### config.mk
export PLATFORM = sky130hd
export DESIGN_NAME = hud_digit_writer_flat
export DESIGN_NICKNAME = d
export VERILOG_FILES = /design/src/rtl/hud_digit_writer_if.sv /design/src/rtl/hud_digit_writer.sv /design/src/flat_wrapper.sv
export SDC_FILE = /design/constraint.sdc
export NUM_CORES = 1
export LEC_CHECK = 0
export ABC_AREA = 1
export BUFFER_PORTS_ARGS = -buffer_cell sky130_fd_sc_hd__buf_2
export CAP_MARGIN = 20
export CORE_UTILIZATION = 45
export CTS_CLUSTER_SIZE = 40
export DETAILED_ROUTE_END_ITERATION = 16
export MAX_ROUTING_LAYER = met4
export PLACE_DENSITY = 0.69
export SLEW_MARGIN = 10
export SYNTH_ARGS = -nofsm -noshare
export SYNTH_HDL_FRONTEND = slang
export SYNTH_SLANG_ARGS = --single-unit
### constraint.sdc
create_clock -name clk -period 4.7 [get_ports clk]
set_clock_uncertainty 0.05 [all_clocks]
set_input_delay 0.235 -clock clk [delete_from_list [all_inputs] [get_ports clk]]
set_output_delay 0.235 -clock clk [all_outputs]
set_load 0.05 [all_outputs]
### src/rtl/hud_digit_writer_if.sv
// Request/response bundle between the score logic and the digit writer,
// plus the registered digit-slot write bus that feeds the HUD display.
interface hud_digit_writer_if;
    logic        req_valid;
    logic        req_ready;
    logic [19:0] req_value;
    logic [3:0]  req_base;
    logic [2:0]  req_width;
    logic        write;
    logic [3:0]  num;
    logic [3:0]  blob;
    logic        done;

    modport master (
        output req_valid, req_value, req_base, req_width,
        input  req_ready, write, num, blob, done
    );

    modport slave (
        input  req_valid, req_value, req_base, req_width,
        output req_ready, write, num, blob, done
    );
endinterface

### src/rtl/hud_digit_writer.sv
// Converts a binary value to decimal with a sequential double-dabble and
// streams the digits, most significant first, onto the HUD slot write bus.
module hud_digit_writer #(
    parameter int SLOTS = 14
) (
    input  logic               clk,
    input  logic               reset_n,
    hud_digit_writer_if.slave  bus
);

    typedef enum logic [1:0] {
        IDLE,
        CONVERT,
        WRITE
    } state_t;

    state_t      state_q, state_d;
    logic [19:0] value_q, value_d;
    logic [27:0] bcd_q, bcd_d;
    logic [3:0]  base_q, base_d;
    logic [2:0]  width_q, width_d;
    logic [4:0]  iter_q, iter_d;
    logic [2:0]  k_q, k_d;
    logic        write_q, write_d;
    logic [3:0]  num_q, num_d;
    logic [3:0]  blob_q, blob_d;
    logic        done_q, done_d;

    logic [27:0] bcd_adj;
    logic [2:0]  digit_idx;
    logic [27:0] bcd_shifted;
    logic [4:0]  blob_sum;
    logic        saturate;

    always_ff @(posedge clk or negedge reset_n) begin
        if (!reset_n) begin
            state_q <= IDLE;
            value_q <= '0;
            bcd_q   <= '0;
            base_q  <= '0;
            width_q <= '0;
            iter_q  <= '0;
            k_q     <= '0;
            write_q <= 1'b0;
            num_q   <= '0;
            blob_q  <= '0;
            done_q  <= 1'b0;
        end else begin
            state_q <= state_d;
            value_q <= value_d;
            bcd_q   <= bcd_d;
            base_q  <= base_d;
            width_q <= width_d;
            iter_q  <= iter_d;
            k_q     <= k_d;
            write_q <= write_d;
            num_q   <= num_d;
            blob_q  <= blob_d;
            done_q  <= done_d;
        end
    end

    // Any nonzero digit above the requested width means the value does not fit.
    always_comb begin
        bcd_adj = bcd_q;
        for (int i = 0; i < 7; i++) begin
            if (bcd_q[4*i +: 4] >= 4'd5) begin
                bcd_adj[4*i +: 4] = bcd_q[4*i +: 4] + 4'd3;
            end
        end
        digit_idx   = width_q - 3'd1 - k_q;
        bcd_shifted = bcd_q >> {digit_idx, 2'b00};
        blob_sum    = {1'b0, base_q} + {2'b00, k_q};
        saturate    = (bcd_q >> {width_q, 2'b00}) != 28'd0;
    end

    always_comb begin
        state_d = state_q;
        value_d = value_q;
        bcd_d   = bcd_q;
        base_d  = base_q;
        width_d = width_q;
        iter_d  = iter_q;
        k_d     = k_q;
        write_d = 1'b0;
        num_d   = num_q;
        blob_d  = blob_q;
        done_d  = 1'b0;

        unique case (state_q)
            IDLE: begin
                if (bus.req_valid) begin
                    value_d = bus.req_value;
                    base_d  = bus.req_base;
                    width_d = (bus.req_width == 3'd0) ? 3'd1 : bus.req_width;
                    bcd_d   = '0;
                    iter_d  = '0;
                    k_d     = '0;
                    state_d = CONVERT;
                end
            end
            CONVERT: begin
                {bcd_d, value_d} = {bcd_adj, value_q} << 1;
                iter_d = iter_q + 5'd1;
                if (iter_q == 5'd19) begin
                    state_d = WRITE;
                end
            end
            WRITE: begin
                // One extra cycle after the last digit carries the done pulse.
                if (k_q == width_q) begin
                    done_d  = 1'b1;
                    state_d = IDLE;
                end else begin
                    write_d = (blob_sum <= 5'(SLOTS - 1));
                    num_d   = saturate ? 4'd9 : bcd_shifted[3:0];
                    blob_d  = blob_sum[3:0];
                    k_d     = k_q + 3'd1;
                end
            end
            default: state_d = IDLE;
        endcase
    end

    assign bus.req_ready = (state_q == IDLE);
    assign bus.write     = write_q;
    assign bus.num       = num_q;
    assign bus.blob      = blob_q;
    assign bus.done      = done_q;

endmodule

### src/flat_wrapper.sv
// flat-port wrapper written by rule: the top's interface ports become plain ports
module hud_digit_writer_flat 
#(
    parameter int SLOTS = 14
)
  (clk, reset_n, bus_req_valid, bus_req_value, bus_req_base, bus_req_width, bus_req_ready, bus_write, bus_num, bus_blob, bus_done);
  hud_digit_writer_if bus_i ();
  input  logic clk;
  input  logic reset_n;
  input wire logic [$bits(bus_i.req_valid)-1:0] bus_req_valid;
  input wire logic [$bits(bus_i.req_value)-1:0] bus_req_value;
  input wire logic [$bits(bus_i.req_base)-1:0] bus_req_base;
  input wire logic [$bits(bus_i.req_width)-1:0] bus_req_width;
  output wire logic [$bits(bus_i.req_ready)-1:0] bus_req_ready;
  output wire logic [$bits(bus_i.write)-1:0] bus_write;
  output wire logic [$bits(bus_i.num)-1:0] bus_num;
  output wire logic [$bits(bus_i.blob)-1:0] bus_blob;
  output wire logic [$bits(bus_i.done)-1:0] bus_done;
  assign bus_i.req_valid = bus_req_valid;
  assign bus_i.req_value = bus_req_value;
  assign bus_i.req_base = bus_req_base;
  assign bus_i.req_width = bus_req_width;
  assign bus_req_ready = bus_i.req_ready;
  assign bus_write = bus_i.write;
  assign bus_num = bus_i.num;
  assign bus_blob = bus_i.blob;
  assign bus_done = bus_i.done;
  hud_digit_writer #(.SLOTS(SLOTS)) u_core (.clk(clk), .reset_n(reset_n), .bus(bus_i));
endmodule
==> results of run 1 <==
==> routing by layer <==
layer / up-vias / wire, um
met2: 70 / 4470
li1: 1827 / -
met5: - / 0
met1: 1738 / 4420
met4: 0 / 84
met3: 8 / 380
==> how the worst max path moves through the flow <==
| stage | endpoint | slack (ps) | cells after the start | start |
|---|---|---|---|---|
| final | u_core.bus.num[3]$_DFFE_PN0P_ | 2110 | 12 | u_core.width_q[0]$_DFFE_PN0P_ |
| after floorplan | u_core.bus.num[0]$_DFFE_PN0P_ | 2580 | 14 | u_core.k_q[0]$_DFFE_PN0P_ |
| after detailed placement | u_core.bus.num[3]$_DFFE_PN0P_ | 2130 | 12 | u_core.width_q[0]$_DFFE_PN0P_ |
| after global routing | u_core.bus.num[3]$_DFFE_PN0P_ | 1880 | 12 | u_core.width_q[0]$_DFFE_PN0P_ |
| after global placement | u_core.bus.num[0]$_DFFE_PN0P_ | 2240 | 12 | u_core.width_q[0]$_DFFE_PN0P_ |
| after CTS | u_core.bus.num[3]$_DFFE_PN0P_ | 2120 | 12 | u_core.width_q[0]$_DFFE_PN0P_ |
==> sequential cells by signal, summed over array words and instances, names as in the netlist <==
name and flops:
u_core.state_q 2, u_core.bus.blob 4, u_core.k_q 3, u_core.value_q 20
u_core.bcd_q 28, u_core.width_q 3, u_core.iter_q 5, u_core.bus.done 1
u_core.bus.write 1, u_core.bus.num 4, u_core.base_q 4
==> cell type report <==
class	instances	area, sq um	share of cell area
multi-input combinational	367	2030	0.427
clock inverter	6	115	0.0242
clock buffer	9	124	0.0260
tap	129	161	0.0339
timing repair buffer	40	203	0.0426
sequential	75	1880	0.394
inverter	65	249	0.0523
==> worst register-to-register path, cell delays in order, from the launching register on <==
cell     delay [ps]
dfrtp_1         580
ha_1            220
inv_1            50
fa_1            720
inv_1           170
a21oi_1         150
o21ai_0         100
nand3_1         110
nand2_1          50
nor2_1          100
nand3_1          90
nand2_1          60
inv_1            40
==> placed cells by master (no fill, tap or decap), types with 4 or more instances in the layout <==
cell type / netlist / layout
nor2_1: 37 / 37
nand2_2: 5 / 5
dfrtp_1: 75 / 75
xor2_1: 11 / 11
nand3_1: 20 / 20
o21ai_0: 61 / 61
nand4_1: 4 / 4
inv_2: 4 / 4
a22oi_1: 12 / 12
inv_1: 60 / 60
a21oi_1: 30 / 30
nand2_1: 112 / 112
o22ai_1: 23 / 23
clkbuf_8: 0 / 9
o211ai_1: 4 / 4
buf_2: 13 / 39
ha_1: 21 / 21
==> cells by family (layout without fill, tap and decap cells) <==
group | Yosys count | after routing | synth area share
AND/OR/NAND/NOR | 191 | 191 | 0.190
AO/OA/AOI/OAI | 141 | 141 | 0.190
buffers and inverters | 84 | 120 | 0.0849
flip-flops | 75 | 75 | 0.439
adder cells (fa/ha/maj) | 23 | 23 | 0.0708
XOR/XNOR | 11 | 11 | 0.0225
multiplexers | 1 | 1 | 0.00234
==> power groups by stage <==
stage | combinational [mW] | clock (mW) | sequential, mW
floorplan | 1.50 | 0 | 1.14
global placement | 1.77 | 0 | 1.18
detailed placement | 1.84 | 0 | 1.18
CTS | 1.85 | 0.610 | 1.17
global route | 2.12 | 0.639 | 1.21
finish | 1.85 | 0.593 | 1.17
==> through the flow <==
stage          instance area, sq um  total power [mW]   util  hold slack [ps]
3_5_place_dp                   4520              3.02  0.490              387
6_report                       4760              3.61  0.516            -27.6
2_1_floorplan                  4270              2.64      -             -111
3_3_place_gp                   4520              2.95  0.490              380
4_1_cts                        4760              3.63  0.516             13.4
5_1_grt                        4760              3.98  0.516             5.15
==> metrics.md, run 1 <==
| Metric | Value |
|---|---|
| R2R Path End | u_core.bus.num[3]$_DFFE_PN0P_ |
| First-pass GRT wire length | 16.0 mm |
| Worst hold margin | -27.6 ps |
| Post-Place Cells | 676 |
| Switching share of power | 0.460 |
| Core ar. | 0.00924 sq mm |
| Yosys top cell by area | dfrtp_1 |
| Share of layout cells above drive strength 1 | 0.130 |
| Share of the synthesized area in the top cell type | 0.439 |
| Dominant cells by area after synthesis | dfrtp_1, nand2_1, o21ai_0 |
| Final setup violation count | 0 |
| Final Hold Vio Count | 22 |
| Top cells by count, synth | nand2_1, dfrtp_1, o21ai_0 |
| Crit path max-delay family | adder cells |
| Clock Sinks | 75 |
| CTS Buffer Depth | 2 |
| GR Util met1 | 0.260 |
| Hpwl dp | 6.66 mm |
| Int Pwr | 1.95 mW |
| Status | finished with violations |
| Post-CTS Setup Repair Bufs | 0 |
| RSZ-0062 raised after global routing | no |
| H-tree depth | 3 |
| Worst Setup End Kind | flip-flop |
| Clock Root Buffer | clkbuf_8 |
| R2r worst-path depth | 12 |
| Max-slew headroom | 0.357 |
| CP Class | flip-flop to flip-flop |
| Die area | 0.00989 sq mm |
| Num ports | 41 |
| Post-synth cell types | 36 |
| Slew Limit Fails | 0 |
| Top Usage Layer GRT | met2 |
| Mapped Area | 0.00427 sq mm |
| Async set-reset flop share out of synthesis | 1.00 |
| Tcrit/Tclk final | 0.551 |
| Synth Warn # | 0 |
| Worst path max stage delay | 720 ps |
| R2R Path Start | u_core.width_q[0]$_DFFE_PN0P_ |
| Drt drc | 0 |
| Hold-fix buffers, CTS | 0 |
| Met3 Track Usage GR | 0.0597 |
| M2 GR Usage | 0.340 |
| Die W | 99.5 um |
| Max Fclk | 386 MHz |
| Vias/cell | 5.27 |
| Area delta synth->final | 11.4% |
| Clk pwr share | 0.164 |
| Post-route setup slack | 2110 ps |
| Worst Tran Pin Value | 964 ps |
| Post-synthesis instance total | 526 |
| Pre-CTS WS | 2130 ps |
| CTS Buf Count | 9 |
| Most frequent CP cell | inv_1 |
| Startpoint types | flip-flop |
| Clock transition at the registers of the reported paths | 80 ps |
| Sequential share of the synthesized area | 0.439 |
| Sum of negative setup slack | 0 ps |
| Final cell count without fillers | 691 |
| Final ANT Viol Nets | 0 |
| Combinational Power Share | 0.511 |
| Cell Chain, Critical Path | ha_1 -> inv_1 -> fa_1 -> inv_1 -> a21oi_1 -> o21ai_0 -> nand3_1 -> nand2_1 -> nor2_1 -> nand3_1 -> nand2_1 -> inv_1 |
| Number of synthesized flops with an enable pin | 0 |
| Hold/Removal Path Class | input pin to async pin |
| Synthesized net count | 579 |
| Post-synth top flop | dfrtp_1 |
| Avg Synthesized Cell Area | 8.13 sq um |
| NumNets Final | 611 |
| Largest net degree at the start of global routing | 76 |
| GPL Wtd Cong | 0.891 |
| Initial Utilization | 0.463 |
| Post_cts resized | 0 |
| Synthesized flop and latch total | 75 |
| R2R Setup Slk | 2110 ps |
| CP max stage cell | fa_1 |
| Total GRT Usage | 0.210 |
| Filler instances | 885 |
| DRT Pass-1 Iters | 5 |
| CP Buf/Inv Count | 3 |
| IO buf count | 40 |
| Most frequent cell after synthesis | nand2_1 |
| Failing checks | hold timing |
| Initial antenna violation count | 0 |
| CTS tree | built |
| Routed wire per std cell | 13.5 um |
| Cell Pwr Density | 759 mW/mm^2 |
| WP data required | 4900 ps |
| Via count | 3643 |
| Sw Pwr | 1.66 mW |
| Pleak | 2.40 nW |
| Max-cap violations | 0 |
| Minimum clock period after layout | 2590 ps |
| DRT iter0 DRCs | 264 |
| CP Max Fanout | 10 |
| Sequential share of power | 0.325 |
| Max VDD drop | 0.000277 V |
| # rows | 35 |
| Number of global-route vias before repair | 3450 |
| WL final | 9.36 mm |
| Total gr overflow | 0 |
| Worst-skew pair later-pin latency | 350 ps |
| Die height | 99.5 um |
| N_diodes | 0 |
| CP arrival | 2790 ps |
No activity file was read; power rests on OpenSTA's default activity.
==> run 2: changes to the inputs <==
Settings changed: PLACE_DENSITY 0.69 to 0.72.
Clock period 4.7 ns to 2.35 ns, I/O delays scaled along.
==> run 2 against run 1 <==
  * The run now ends clean
  * Largest cell class unchanged
  * Critical path type unchanged
  * Maximum frequency rose by 20%
  * Core utilization increased by 2.3 points
  * Clock power up 66%
==> metrics.md, run 2 (synthesis gave the netlist of run 1 again) <==
| Metric | Value |
|---|---|
| R2r worst-path depth | 13 (+1) |
| Die W | 99.5 um (unchanged) |
| Reg with most FFs | u_core.bcd_q |
| Largest regs | u_core.bcd_q (28), u_core.value_q (20), u_core.iter_q (5) |
| Max Fclk | 461 MHz (+20%) |
| First-pass GRT wire length | 17.1 mm (+6.9%) |
| Worst Tran Pin Value | 958 ps (-5.92 ps) |
| Total gr overflow | 0 (unchanged) |
| Die area | 0.00989 sq mm (unchanged) |
| Routed wire per std cell | 13.9 um (+2.4%) |
| Total GRT Usage | 0.221 (+0.0110) |
| H-tree depth | 3 (unchanged) |
| Slew Limit Fails | 0 (unchanged) |
| Max FFs per register | 28 (unchanged) |
| CTS tree | built |
| Drt drc | 0 (unchanged) |
| Clock Sinks | 75 (unchanged) |
| Initial antenna violation count | 0 (unchanged) |
| Minimum clock period after layout | 2170 ps (-424 ps) |
| CP Max Fanout | 7 (-3) |
| CTS Buf Count | 9 (unchanged) |
| Core ar. | 0.00924 sq mm (unchanged) |
| WL final | 9.96 mm (+6.5%) |
| Area delta synth->final | 16.3% |
| Status | complete, no violations |
| NumNets Final | 638 (+4.4%) |
| Max-slew headroom | 0.361 (+0.00395) |
| R2R Path Start | u_core.k_q[0]$_DFFE_PN0P_ |
| Clock transition at the registers of the reported paths | 90 ps (about the same) |
| Cell Pwr Density | 1460 mW/mm^2 (+92%) |
| Pleak | 2.50 nW (+3.9%) |
| Clock Root Buffer | clkbuf_8 |
| Final setup violation count | 0 (unchanged) |
| Worst Setup SP | u_core.k_q[0]$_DFFE_PN0P_ |
| Worst Setup End Kind | flip-flop |
| CP Class | flip-flop to flip-flop |
| R2R Path End | u_core.bus.num[3]$_DFFE_PN0P_ |
| Hold/Removal Path Class | input pin to flip-flop |
| Worst setup endpoint | u_core.bus.num[3]$_DFFE_PN0P_ |
| Final Hold Vio Count | 0 (-100%) |
| Final ANT Viol Nets | 0 (unchanged) |
| DRT iter0 DRCs | 257 (-2.7%) |
| Tcrit/Tclk final | 0.922 (+0.371) |
| Worst hold margin | 15.6 ps (+43.2 ps) |
| Worst-skew pair later-pin latency | 350 ps (about the same) |
| CP arrival | 2380 ps (-410 ps) |
| Fin util | 0.538 (+0.0226) |
| Vias/cell | 5.35 (+1.5%) |
| Number of global-route vias before repair | 3769 (+9.2%) |
| IO buf count | 40 (unchanged) |
| Die height | 99.5 um (unchanged) |
| Hpwl dp | 6.87 mm (+3.1%) |
| DRT Pass-1 Iters | 7 (+2) |
| CTS Buffer Depth | 2 (unchanged) |
| Share of layout cells above drive strength 1 | 0.138 (+0.00763) |
| # rows | 35 (unchanged) |
| Max VDD drop | 0.000604 V (+120%) |
| Commonest cells after routing, fill and taps aside | nand2_1, dfrtp_1, o21ai_0, inv_1, buf_2 |
| Num ports | 41 (unchanged) |
| N_diodes | 0 (unchanged) |
| GPL Wtd Cong | 0.941 (+5.6%) |
| Sum of negative setup slack | 0 ps (unchanged) |
| Max-cap violations | 0 (unchanged) |
| R2R Setup Slk | 180 ps (-1930 ps) |
| Initial Utilization | 0.463 (unchanged) |
| Largest net degree at the start of global routing | 76 (unchanged) |
| RSZ-0062 raised after global routing | no |
| Commonest non-fill, non-tap cell in the layout | nand2_1 |
| Startpoint types | flip-flop |
| Via count | 3844 (+5.5%) |
| WP data required | 2560 ps (-2340 ps) |
run 2: changes by cell type in the layout (fill, tap and decap cells not counted), sizes merged:
cell         delta
clkinv          +1
buf             +7
clkinvlp        +1
dlygate4sd3    +20
bufinv          -2
run 2: through the flow:
step                power [mW]  std cells  instance area, sq um  setup slack (ps)
global route              7.94        718                  4970              36.3
detailed placement        6.14        682                  4570               182
global placement          5.96        682                  4570               259
floorplan                 5.28        526                  4270               229
CTS                       7.20        717                  4960               121
finish                    7.24        718                  4970               183
run 2: critical path, stage by stage (launching register included):
cell and delay [ps]:
dfrtp_1 410, inv_1 90, ha_1 150, inv_1 50, fa_1 530, inv_2 80
a21oi_1 140, o21ai_0 130, nand3_1 130, nand2_1 50, nor2_1 80, nand3_1 80
nand2_1 60, inv_1 30
run 2: layer usage:
layer	routed length, um	track usage	up-vias
met4	171	0.0701	0
li1	-	-	1869
met2	4830	0.365	107
met3	501	0.0372	23
met1	4460	0.279	1845
met5	0	-	-
run 2: cell type report:
type                            count  area [sq um]
Multi-Input combinational cell    367          2030
Tap cell                          129           161
Clock inverter                      6          67.6
Fill cell                         836          4270
Timing Repair Buffer               67           459
Clock buffer                        9           124
Sequential cell                    75          1880
Inverter                           65           249
run 2: timing repair:
item	in CTS	in global routing
gates resized for setup	0	2
hold buffers	20	0
hold endpoints to repair	94	0
setup buffers	0	1
setup endpoints to repair	0	2
run 2: how the worst min path moves through the flow:
| stage | from | end | slack [ps] | cells after the start |
|---|---|---|---|---|
| 3_5_place_dp | bus_req_base[0] | u_core.base_q[0]$_DFFE_PN0P_ | 270 | 3 |
| 4_1_cts | bus_req_valid | u_core.value_q[0]$_DFFE_PN0P_ | 6 | 2 |
| 3_3_place_gp | bus_req_base[2] | u_core.base_q[2]$_DFFE_PN0P_ | 260 | 3 |
| 5_1_grt | bus_req_valid | u_core.value_q[0]$_DFFE_PN0P_ | 20 | 2 |
| 2_1_floorplan | reset_n | u_core.base_q[0]$_DFFE_PN0P_ | -230 | 0 |
| 6_report | bus_req_valid | u_core.value_q[0]$_DFFE_PN0P_ | 20 | 2 |
run 2: power by group:
part / switching (mW) / internal (mW) / total (mW)
combinational: 2.47 / 1.44 / 3.92
sequential: 0.473 / 1.87 / 2.34
clock: 0.500 / 0.486 / 0.986
total: 3.45 / 3.80 / 7.24
